===== src/rtl/stopwatch_pkg.sv =====
// Shared types and helpers for the stopwatch control plane.
package stopwatch_pkg;

  typedef enum logic [1:0] {
    SW_IDLE  = 2'd0,
    SW_RUN   = 2'd1,
    SW_PAUSE = 2'd2,
    SW_LAP   = 2'd3
  } sw_state_t;

  // Bits needed to hold a prescaler count of 0..tick_div-1.
  function automatic int unsigned tick_div_w(input int unsigned tick_div);
    return (tick_div < 2) ? 1 : $clog2(tick_div);
  endfunction

endpackage


===== src/rtl/btn_conditioner.sv =====
// Synchronises and debounces one raw push-button, producing a filtered level
// and a single-cycle pulse on each accepted rising edge.
module btn_conditioner #(
  parameter int unsigned SYNC_STAGES     = 2,
  parameter int unsigned DEBOUNCE_CYCLES = 1_000_000
) (
  input  logic clk,
  input  logic reset,
  input  logic btn_i,
  output logic level_o,
  output logic rise_pulse_o
);

  localparam int unsigned CNT_W = $clog2(DEBOUNCE_CYCLES + 1);

  logic [SYNC_STAGES-1:0] sync_q;
  logic [CNT_W-1:0]       cnt_q, cnt_d;
  logic                   level_q, level_d;
  logic                   rise_q, rise_d;
  logic                   sync_lvl;

  assign sync_lvl = sync_q[SYNC_STAGES-1];

  // Count while the synchronised level disagrees with the filtered one.
  always_comb begin
    cnt_d   = '0;
    level_d = level_q;
    rise_d  = 1'b0;
    if (sync_lvl != level_q) begin
      if (cnt_q == CNT_W'(DEBOUNCE_CYCLES)) begin
        level_d = sync_lvl;
        rise_d  = sync_lvl;
      end else begin
        cnt_d = cnt_q + CNT_W'(1);
      end
    end
  end

  always_ff @(posedge clk) begin
    if (reset) begin
      sync_q  <= '0;
      cnt_q   <= '0;
      level_q <= 1'b0;
      rise_q  <= 1'b0;
    end else begin
      sync_q  <= {sync_q[SYNC_STAGES-2:0], btn_i};
      cnt_q   <= cnt_d;
      level_q <= level_d;
      rise_q  <= rise_d;
    end
  end

  assign level_o      = level_q;
  assign rise_pulse_o = rise_q;

endmodule


===== src/rtl/stopwatch_ctrl.sv =====
// Stopwatch control plane: button conditioning, 10 Hz tick prescaler and the
// IDLE/RUN/PAUSE/LAP mode FSM. Define STOPWATCH_LAP_EN to enable the LAP mode.
module stopwatch_ctrl
  import stopwatch_pkg::*;
#(
  parameter int unsigned CLK_HZ          = 100_000_000,
  parameter int unsigned TICK_HZ         = 10,
  parameter int unsigned DEBOUNCE_CYCLES = 1_000_000
) (
  input  logic       clk,
  input  logic       reset,
  input  logic       btn_start_stop,
  input  logic       btn_clear,
  output logic       tick_10hz,
  output logic       count_en,
  output logic       count_clr,
  output logic       display_freeze,
  output logic       running,
  output logic [1:0] state
);

  localparam int unsigned TICK_DIV = CLK_HZ / TICK_HZ;
  localparam int unsigned TICK_W   = tick_div_w(TICK_DIV);

  localparam logic [1:0] ST_IDLE  = SW_IDLE;
  localparam logic [1:0] ST_RUN   = SW_RUN;
  localparam logic [1:0] ST_PAUSE = SW_PAUSE;
  localparam logic [1:0] ST_LAP   = SW_LAP;

  logic              start_p, clear_p;
  logic              start_lvl, clear_lvl;
  logic              unused_levels;
  logic [1:0]        state_q, state_d;
  logic [TICK_W-1:0] presc_q, presc_d;
  logic              tick_q, tick_d;
  logic              en_q, en_d;
  logic              clr_q, clr_d;
  logic              frz_q, frz_d;
  logic              run_q, run_d;

  btn_conditioner #(
    .SYNC_STAGES    (2),
    .DEBOUNCE_CYCLES(DEBOUNCE_CYCLES)
  ) u_start_btn (
    .clk         (clk),
    .reset       (reset),
    .btn_i       (btn_start_stop),
    .level_o     (start_lvl),
    .rise_pulse_o(start_p)
  );

  btn_conditioner #(
    .SYNC_STAGES    (2),
    .DEBOUNCE_CYCLES(DEBOUNCE_CYCLES)
  ) u_clear_btn (
    .clk         (clk),
    .reset       (reset),
    .btn_i       (btn_clear),
    .level_o     (clear_lvl),
    .rise_pulse_o(clear_p)
  );

  // Only the edge pulses drive the FSM; the filtered levels are not needed here.
  assign unused_levels = start_lvl ^ clear_lvl;

  // Mode sequencing; start wins in RUN/LAP, clear wins in IDLE/PAUSE.
  always_comb begin
    state_d = state_q;
    clr_d   = 1'b0;
    case (state_q)
      ST_IDLE: begin
        if (clear_p) begin
          clr_d = 1'b1;
        end else if (start_p) begin
          state_d = ST_RUN;
        end
      end
      ST_RUN: begin
        if (start_p) begin
          state_d = ST_PAUSE;
        end
`ifdef STOPWATCH_LAP_EN
        else if (clear_p) begin
          state_d = ST_LAP;
        end
`endif
      end
      ST_PAUSE: begin
        if (clear_p) begin
          state_d = ST_IDLE;
          clr_d   = 1'b1;
        end else if (start_p) begin
          state_d = ST_RUN;
        end
      end
      ST_LAP: begin
`ifdef STOPWATCH_LAP_EN
        if (start_p) begin
          state_d = ST_PAUSE;
        end else if (clear_p) begin
          state_d = ST_RUN;
        end
`else
        state_d = ST_IDLE;
`endif
      end
    endcase
  end

  // Prescaler and registered output decode, aligned with the next state.
  always_comb begin
    presc_d = '0;
    if (!clr_d && (presc_q != TICK_W'(TICK_DIV - 1))) begin
      presc_d = presc_q + TICK_W'(1);
    end
    tick_d = (presc_d == TICK_W'(TICK_DIV - 1));
    run_d  = (state_d == ST_RUN) || (state_d == ST_LAP);
    en_d   = tick_d && run_d;
`ifdef STOPWATCH_LAP_EN
    frz_d  = (state_d == ST_LAP);
`else
    frz_d  = 1'b0;
`endif
  end

  always_ff @(posedge clk) begin
    if (reset) begin
      state_q <= ST_IDLE;
      presc_q <= '0;
      tick_q  <= 1'b0;
      en_q    <= 1'b0;
      clr_q   <= 1'b0;
      frz_q   <= 1'b0;
      run_q   <= 1'b0;
    end else begin
      state_q <= state_d;
      presc_q <= presc_d;
      tick_q  <= tick_d;
      en_q    <= en_d;
      clr_q   <= clr_d;
      frz_q   <= frz_d;
      run_q   <= run_d;
    end
  end

  assign tick_10hz      = tick_q;
  assign count_en       = en_q;
  assign count_clr      = clr_q;
  assign display_freeze = frz_q;
  assign running        = run_q;
  assign state          = state_q;

endmodule

===== config.mk =====
export PLATFORM = sky130hd
export DESIGN_NAME = stopwatch_ctrl
export DESIGN_NICKNAME = d
export VERILOG_FILES = /design/src/rtl/stopwatch_pkg.sv /design/src/rtl/btn_conditioner.sv /design/src/rtl/stopwatch_ctrl.sv
export SDC_FILE = /design/constraint.sdc
export NUM_CORES = 1
export LEC_CHECK = 0
export ABC_AREA = 0
export CORE_MARGIN = 8
export CORE_UTILIZATION = 50
export CTS_CLUSTER_SIZE = 28
export DETAILED_ROUTE_END_ITERATION = 8
export GPL_ROUTABILITY_DRIVEN = 0
export PLACE_DENSITY = 0.75
export SYNTH_ARGS = -nofsm -noshare
export SYNTH_HDL_FRONTEND = slang
export SYNTH_SLANG_ARGS = --single-unit

===== constraint.sdc =====
create_clock -name clk -period 1.94 [get_ports clk]
set_clock_uncertainty 0.05 [all_clocks]
set_input_delay 0.291 -clock clk [delete_from_list [all_inputs] [get_ports clk]]
set_output_delay 0.291 -clock clk [all_outputs]
set_load 0.005 [all_outputs]

==> results.ini, run 1 <==
[run_status]
outcome=finished with violations
violations=setup timing

[clocking]
cts_tree=done
clkSinkCount=77
clock-root-buffer=clkbuf_8
clock_path_buffers=2
postCtsHoldBufs=0
ctsHtreeMaxLevel=3
numCtsBuffers=9
clock_latency_ns=0.36
path_clk_slew_ns=0.08

[cells_and_area]
final_common_cell=buf_4
layout_common_cells=66 x buf_4, 64 x nor2_1, 60 x dfxtp_1, 30 x xor2_1
drive_gt1_frac=0.310
nets=495
fillers=510
area_growth_pct=34.7
n_antenna_cell=0

[pwr]
power_frac_seq=0.545
p_leak_nw=1.69
p_per_area_mw_per_mm2=616
p_int_mw=2.24
ir_drop_mv=0.431
clockPowerShare=0.415
power_switching_uw=688
p_total_mw=2.93
sw_frac_of_total=0.235
comb_power_share=0.040

[worst_setup_path]
crit_required_ns=2.14
cp_cell_sequence=buf_6 > nor4b_4 > nand4_1 > or4_4 > nand3b_1 > buf_6 > nand2b_4 > nor4_4
reg2reg_depth=8
cp.depth=8
path_buf_inv=2
cpMostUsedCell=buf_6
timing_worst_setup_path_type=reg2reg
cp_slowest_stage_delay_ns=0.59
cpLargestDelayFamily=simple AND/OR/NAND/NOR gates
cp-end-kind=flop
critPathMaxFanout=4
cp.arrival_ns=2.31
start_kind=flop
crit_slowest_cell=or4_4

[timing]
worst_slack_ns=-0.172
period_share=1.09
tightest_slew_ns=0.656
hold_viol=0
setup_viol_count_final=26
maxClockFrequency_mhz=474
drv_slew=0
slew_headroom=0.559
fin_crit_ns=2.11
rsz0062_at_grt=true

[synthesis]
ys_seq_area_frac=0.437
synth_cell_type_count=44
synth_edf_count=0
netlist_area_mm2=0.00353
syn-instance-count=405
yosysWarnings=0
ys_top_cells_by_area=dfxtp_1 44%, nor2_1 8.5%, xor2_1 7.7%, xnor2_1 6.4%, nand3_1 3.8%
async_flop_share=0
synth_top_cell_by_area=dfxtp_1
netlist.area_leader.share=0.437
synthFlopType=dfxtp_1
synthesis.nets=414
syn_area_per_cell_um2=8.72
ys_seq_elements=77

[global_routing]
grt_pass1_vias=3049
grt_use_met1=0.183
antenna_found_initial=0
grt_pass1_wl_mm=13.4
track_usage=0.165
met3_usage=0.0464
grt_max_degree=21
grt_use_met2=0.282
grt_busiest_layer=met2
grt-ovfl-total=0

[place]
dp_hpwl_mm=5.27
place_ws_ns=-0.0939
io_buffers=9

[die]
rows=30
ioPinCount=11
die_area_mm2=0.0100
start_util=0.517
dieHeight_um=100
core_mm2=0.00683
die_w_um=100

[worst_hold_path]
min_path_type=reg2reg
hold_depth=1

[drt]
wl_per_cell_um=14.6
firstDrtPassIters=4
vias_per_cell=5.43
drtIter0Drc=116
wl_mm=8.56
num_vias=3180
drtAntennaViolNets=0
drc=0

[run]
maxCapViolations=0

## flip-flops by register name, indices dropped and copies added (netlist names), 2 cells and up
register            count
u_start_btn.sync_q      2
presc_q                24
state                   2
u_clear_btn.sync_q      2
u_clear_btn.cnt_q      20
u_start_btn.cnt_q      20
## power by group through the flow
stage	sequential [mW]	combinational [mW]	clock, mW
floorplan	1.64	0.0444	0
global placement	1.63	0.0806	0
detailed placement	1.64	0.0826	0
CTS	1.60	0.0963	1.24
global route	1.60	0.127	1.30
finish	1.60	0.117	1.22
## cell usage after synthesis, types with 2 or more instances
cell type	instances
o21ai_0	5
and3_1	13
nor4b_1	7
and2_1	4
inv_1	10
nor3b_1	6
dfxtp_1	77
buf_4	4
nor2_1	80
nand3b_1	4
nor3_1	9
nand2_1	21
ha_1	5
xor2_1	31
nor2_2	2
nor2b_1	7
or3_1	6
nand4b_1	3
and4b_1	4
and4_1	3
xnor2_1	26
mux2i_1	2
nand4_1	11
nand3_1	27
a21oi_1	8
o211ai_1	2
nand2b_1	2
nor4_1	5
or4_1	2
clkbuf_1	5
## per-layer routing
metal	part of all wire	wire length [um]
met3	0.048	412
met2	0.50	4300
met1	0.41	3470
met5	0	0
met4	0.043	372
## path summary, 6_finish.rpt
kind | slack, ns | end | from
setup / recovery | -0.17 | tick_10hz | presc_q[8]
hold reg to reg | 0.39 | u_clear_btn.sync_q[1] | u_clear_btn.sync_q[0]
setup reg to reg | -0.17 | tick_10hz | presc_q[8]
hold / removal | 0.39 | u_clear_btn.sync_q[1] | u_clear_btn.sync_q[0]
## stage by stage
step | std cells | TNS (ns) | util | area [um2] | hold WS [ns]
after floorplan | 405 | 0 | - | 3560 | 0.325
after global placement | 556 | -1.45 | 0.604 | 4130 | 0.369
after detailed placement | 556 | -1.21 | 0.604 | 4130 | 0.378
after CTS | 578 | -0.000710 | 0.652 | 4450 | 0.396
after global routing | 586 | -4.92 | 0.696 | 4760 | 0.409
final | 586 | -3.12 | 0.696 | 4760 | 0.390
## cell families after synthesis
family,count (synthesis),share of synthesized area
other cells,1,0.00106
flops,77,0.437
fa+ha+maj,5,0.0177
mux,2,0.00567
compound gates,21,0.0379
buf+inv,21,0.0291
simple gates,221,0.331
xor+xnor,57,0.141
## repair_timing
action | in CTS | in global routing
cloned | 1 | 0
pin swaps | 9 | 23
buffers inserted | 6 | 9
setup endpoints to repair | 26 | 27
gates resized for setup | 20 | 65
## cell type report
| class | instances | area, um2 | share of cell area |
|---|---|---|---|
| Clock inverter | 6 | 72.6 | 0.0153 |
| Multi-Input combinational cell | 307 | 2160 | 0.454 |
| Clock buffer | 9 | 124 | 0.0260 |
| Tap cell | 96 | 120 | 0.0253 |
| Timing Repair Buffer | 81 | 671 | 0.141 |
| Inverter | 10 | 37.5 | 0.00789 |
| Sequential cell | 77 | 1570 | 0.330 |
No activity file was read; power rests on OpenSTA's default activity.
==> run 2, diff against run 1 <==
Settings changed: CORE_ASPECT_RATIO from default to 2, PLACE_DENSITY 0.75 to 0.73.
==> run 2 against run 1 <==
Net effect:
- the run still ends with setup timing left
- critical path depth shrank 2
- clock-buffer cell count increased by 3
- combinational power decreased by 32%
- via count is 1.2% lower
- first-iteration DRC count increased by 110%
- largest power group unchanged
- largest cell class unchanged
- global-route usage grew 1.0 points
- setup slack gained 0.12 ns
==> results.ini, run 2 (synthesis gave the netlist of run 1 again) <==
[global_routing]
track_usage=0.176
grt_pass1_vias=3218
grt_max_degree=21
antenna_found_initial=0
grt-ovfl-total=0
grt_pass1_wl_mm=13.8

[pwr]
ir_drop_mv=0.552
p_total_mw=3.29
p_leak_nw=1.63
p_per_area_mw_per_mm2=726

[worst_hold_path]
hold_depth=1
min_path_type=reg2reg

[die]
core_mm2=0.00689
start_util=0.513
rows=43
dieHeight_um=135
ioPinCount=11
die_w_um=75.4
die_area_mm2=0.0102

[cells_and_area]
n_antenna_cell=0
final_common_cell=nor2_1
regArea_mm2=0.00156
layout_common_cells=78 x nor2_1, 68 x dfxtp_1, 56 x buf_4, 31 x xor2_1
drive_gt1_frac=0.217
multi_input_area_mm2=0.00199
area_growth_pct=28.1
largest-register=presc_q
largest_reg_flops=24
postLayoutCellArea_mm2=0.00452
reg_top3=presc_q x24, u_clear_btn.cnt_q x20, u_start_btn.cnt_q x20
nets=481
fillers=605

[clocking]
path_clk_slew_ns=0.05
ctsHtreeMaxLevel=3
clkSinkCount=77
cts_tree=done
clock_path_buffers=2
clock-root-buffer=clkbuf_16
clock_latency_ns=0.33
numCtsBuffers=9

[timing]
holdWs_ns=0.385
drv_slew=0
setup_viol_count_final=21
worst_slack_ns=-0.0511
hold_viol=0
maxClockFrequency_mhz=502
period_share=1.03
rsz0062_at_grt=true
fin_crit_ns=1.99

[drt]
firstDrtPassIters=4
num_vias=3141
wl_per_cell_um=14.5
vias_per_cell=5.56
drtIter0Drc=242
drtAntennaViolNets=0
drc=0
wl_mm=8.18

[worst_setup_path]
startpoint=presc_q[8]
timing_worst_setup_path_type=reg2reg
crit_required_ns=2.10
ff2ff_setup_slack_ns=-0.05
endpoint=presc_q[19]
cp-end-kind=flop
critPathMaxFanout=18
r2r-start=presc_q[8]
worstReg2RegEnd=presc_q[19]
start_kind=flop
reg2reg_depth=6
cp.arrival_ns=2.16

[place]
dp_hpwl_mm=5.89
placed_area_mm2=0.00410
io_buffers=9

[run_status]
violations=setup timing
outcome=finished with violations

[run]
maxCapViolations=0

## run 2: cell count changes in the layout (fill, tap and decap cells not counted), sizes merged
cell and delta:
inv -1, clkinv -2, clkinvlp -1, buf -14, clkbuf +3
## run 2: layer usage
metal | global-route usage | vias to the layer above | wire length, um
met5 | 0 | - | 0
met1 | 0.164 | 1500 | 2910
li1 | - | 1510 | -
met2 | 0.313 | 97 | 4430
met3 | 0.0513 | 34 | 419
met4 | 0.113 | 0 | 409
## run 2: worst min-delay path by stage
stage / from / end
2_1_floorplan: reset / state[0]
3_3_place_gp: u_start_btn.sync_q[0] / u_start_btn.sync_q[1]
3_5_place_dp: u_start_btn.sync_q[0] / u_start_btn.sync_q[1]
4_1_cts: u_start_btn.sync_q[0] / u_start_btn.sync_q[1]
5_1_grt: presc_q[0] / presc_q[0]
6_report: u_start_btn.sync_q[0] / u_start_btn.sync_q[1]
## run 2: worst max-delay path, stage by stage (launching register included)
cell and delay, ns:
dfxtp_2 0.33, nor4b_2 0.34, nand4_1 0.15, or4_4 0.56, nand3b_1 0.20, buf_12 0.18
nor2_1 0.06
## run 2: stage by stage
step	TNS (ns)	instances	setup slack (ns)	utilization
2_1_floorplan	0	405	0.00357	-
3_3_place_gp	-0.0264	546	-0.0164	0.596
3_5_place_dp	-0.102	546	-0.0514	0.596
4_1_cts	-0.0590	562	-0.0261	0.644
5_1_grt	-1.92	565	-0.117	0.657
6_report	-0.765	565	-0.0511	0.657
## run 2: area by class of cell
type,count,area share
flip-flops and latches,77,0.344
repair buffers,67,0.120
multi-input cells,307,0.440
inverters,10,0.00830
clock buffers,12,0.0545
well taps,90,0.0249
clock inverters,2,0.00775
## run 2: where the power goes
part | leakage (nW) | switching, mW | total [mW] | internal (mW)
combinational | 0.864 | 0.0412 | 0.0796 | 0.0384
sequential | 0.626 | 0.0101 | 1.60 | 1.59
clock | 0.139 | 0.589 | 1.60 | 1.01
total | 1.63 | 0.640 | 3.29 | 2.65
## run 2: timing repair
item,4_1_cts,5_1_grt
endpoints found under the setup margin,26,28
pin swaps,7,8
endpoints found under the hold margin,0,0
hold buffers,0,0
buffers inserted,2,3
gates resized for setup,9,17
==> run 3, diff against run 2 <==
Settings changed: CORE_UTILIZATION 50 to 55, PLACE_DENSITY 0.73 to 0.78, SLEW_MARGIN from default to 15.
==> run 3 against run 2 <==
Net effect:
- the flow still finishes with violations (setup timing)
- power increased by 4.9%
- final area up 3.5%
- setup slack got worse by 0.088 ns
- via count increased by 0.99%
- routed wire length rose by 13%
- hold slack better by 0.0062 ns
- register-to-register slack got worse by 0.09 ns
- fmax decreased by 4.2%
- sequential power hardly changed
- non-clock buffer count is 9 higher
- flip-flop and latch count did not move
- critical endpoint is now presc_q[13]
- largest cell class unchanged
- largest power group is now the clock network
==> results.ini, run 3 (synthesis gave the netlist of run 1 again) <==
[pwr]
comb_power_share=0.029
clockPowerShare=0.507
sw_frac_of_total=0.212
ir_drop_mv=0.888
power_switching_uw=729
p_int_mw=2.72
p_per_area_mw_per_mm2=736
power_frac_seq=0.464
p_leak_nw=1.70

[worst_setup_path]
crit_required_ns=2.12
timing_worst_setup_path_type=reg2reg
critPathMaxFanout=9
cp-end-kind=flop
cp.arrival_ns=2.26
start_kind=flop
ff2ff_setup_slack_ns=-0.14

[cells_and_area]
n_antenna_cell=0
post-route-util=0.748
fillers=429
final_common_cell=nor2_1
area_growth_pct=32.6
nets=490
largest-register=presc_q
largest_reg_flops=24
finalNonFillerCells=572
reg_top3=presc_q x24, u_clear_btn.cnt_q x20, u_start_btn.cnt_q x20
drive_gt1_frac=0.247
layout_common_cells=78 x nor2_1, 66 x dfxtp_1, 63 x buf_4, 30 x xor2_1

[drt]
wl_per_cell_um=16.2
drc=0
drtIter0Drc=247
drtAntennaViolNets=0
firstDrtPassIters=4
num_vias=3172
wl_mm=9.25
vias_per_cell=5.55

[timing]
worst_slack_ns=-0.139
maxClockFrequency_mhz=481
fin_crit_ns=2.08
rsz0062_at_grt=true
setup_viol_count_final=26
hold_viol=0
drv_slew=0
period_share=1.07

[global_routing]
grt-ovfl-total=0
antenna_found_initial=0
grt_pass1_vias=3354
track_usage=0.208
grt_max_degree=21
grt_pass1_wl_mm=15.1

[place]
dp.cells=542
io_buffers=9
dp_hpwl_mm=6.12

[clocking]
clkSinkCount=77
path_clk_slew_ns=0.06
postCtsHoldBufs=0
ctsHtreeMaxLevel=3
clock_latency_ns=0.34
clock_path_buffers=2
numCtsBuffers=9
cts_tree=done
clock-root-buffer=clkbuf_16

[die]
ioPinCount=11
rows=41
core_mm2=0.00626
start_util=0.564
die_w_um=72.7
die_area_mm2=0.00940
dieHeight_um=129

[run_status]
outcome=finished with violations
violations=setup timing

[run]
maxCapViolations=0

[worst_hold_path]
min_path_type=reg2reg

## run 3: cell count changes in the layout (fill, tap and decap cells not counted), sizes merged
| cell | change |
|---|---|
| clkbuf | -2 |
| clkinvlp | +2 |
| inv | +1 |
| clkinv | +1 |
| buf | +9 |
## run 3: layer usage
| metal | track usage | routed length (um) | vias up |
|---|---|---|---|
| met2 | 0.382 | 5120 | 66 |
| met5 | 0 | 0 | - |
| met1 | 0.191 | 3370 | 1524 |
| li1 | - | - | 1541 |
| met3 | 0.0464 | 246 | 41 |
| met4 | 0.152 | 512 | 0 |
## run 3: path summary, 6_finish.rpt
kind,cells after the start,end,start
min reg2reg,1,u_start_btn.sync_q[1],u_start_btn.sync_q[0]
min,1,u_start_btn.sync_q[1],u_start_btn.sync_q[0]
max,8,presc_q[13],presc_q[1]
max reg2reg,8,presc_q[13],presc_q[1]
## run 3: area by class of cell
type	instances	area (um2)	area share
inverter	10	37.5	0.00802
multi-input combinational	307	2020	0.431
tap	86	108	0.0230
clock inverter	6	68.8	0.0147
clock buffer	10	250	0.0534
timing repair buffer	76	633	0.135
sequential	77	1570	0.335
## run 3: critical path, cell delays in order (launching register included)
cell and delay, ns:
dfxtp_4 0.37, ha_4 0.16, nand3_2 0.10, or2_4 0.25, or4_4 0.52, nand3b_1 0.19, buf_6 0.15, buf_12 0.12
nor2_1 0.06
## run 3: metrics by stage
step	total power [mW]	setup TNS, ns	hold slack, ns	setup WS (ns)	cell area [um2]
final	3.45	-3.09	0.391	-0.139	4680
after global routing	3.56	-4.29	0.407	-0.185	4680
after CTS	3.47	-0.686	0.395	-0.0424	4600
after detailed placement	1.71	-1.36	0.382	-0.146	4100
after global placement	1.71	-1.01	0.372	-0.150	4100
after floorplan	1.68	0	0.325	0.00357	3560
## run 3: what timing repair did
action | CTS | global route
endpoints found under the setup margin | 26 | 27
gates resized for setup | 22 | 16
gates cloned | 1 | 0
pin swaps | 11 | 8
buffers inserted | 10 | 3
## run 3: power groups by stage
stage / combinational (mW) / clock (mW) / sequential (mW)
floorplan: 0.0444 / 0 / 1.64
finish: 0.100 / 1.75 / 1.60
CTS: 0.0972 / 1.77 / 1.60
detailed placement: 0.0767 / 0 / 1.64
global placement: 0.0757 / 0 / 1.64
global route: 0.108 / 1.86 / 1.60
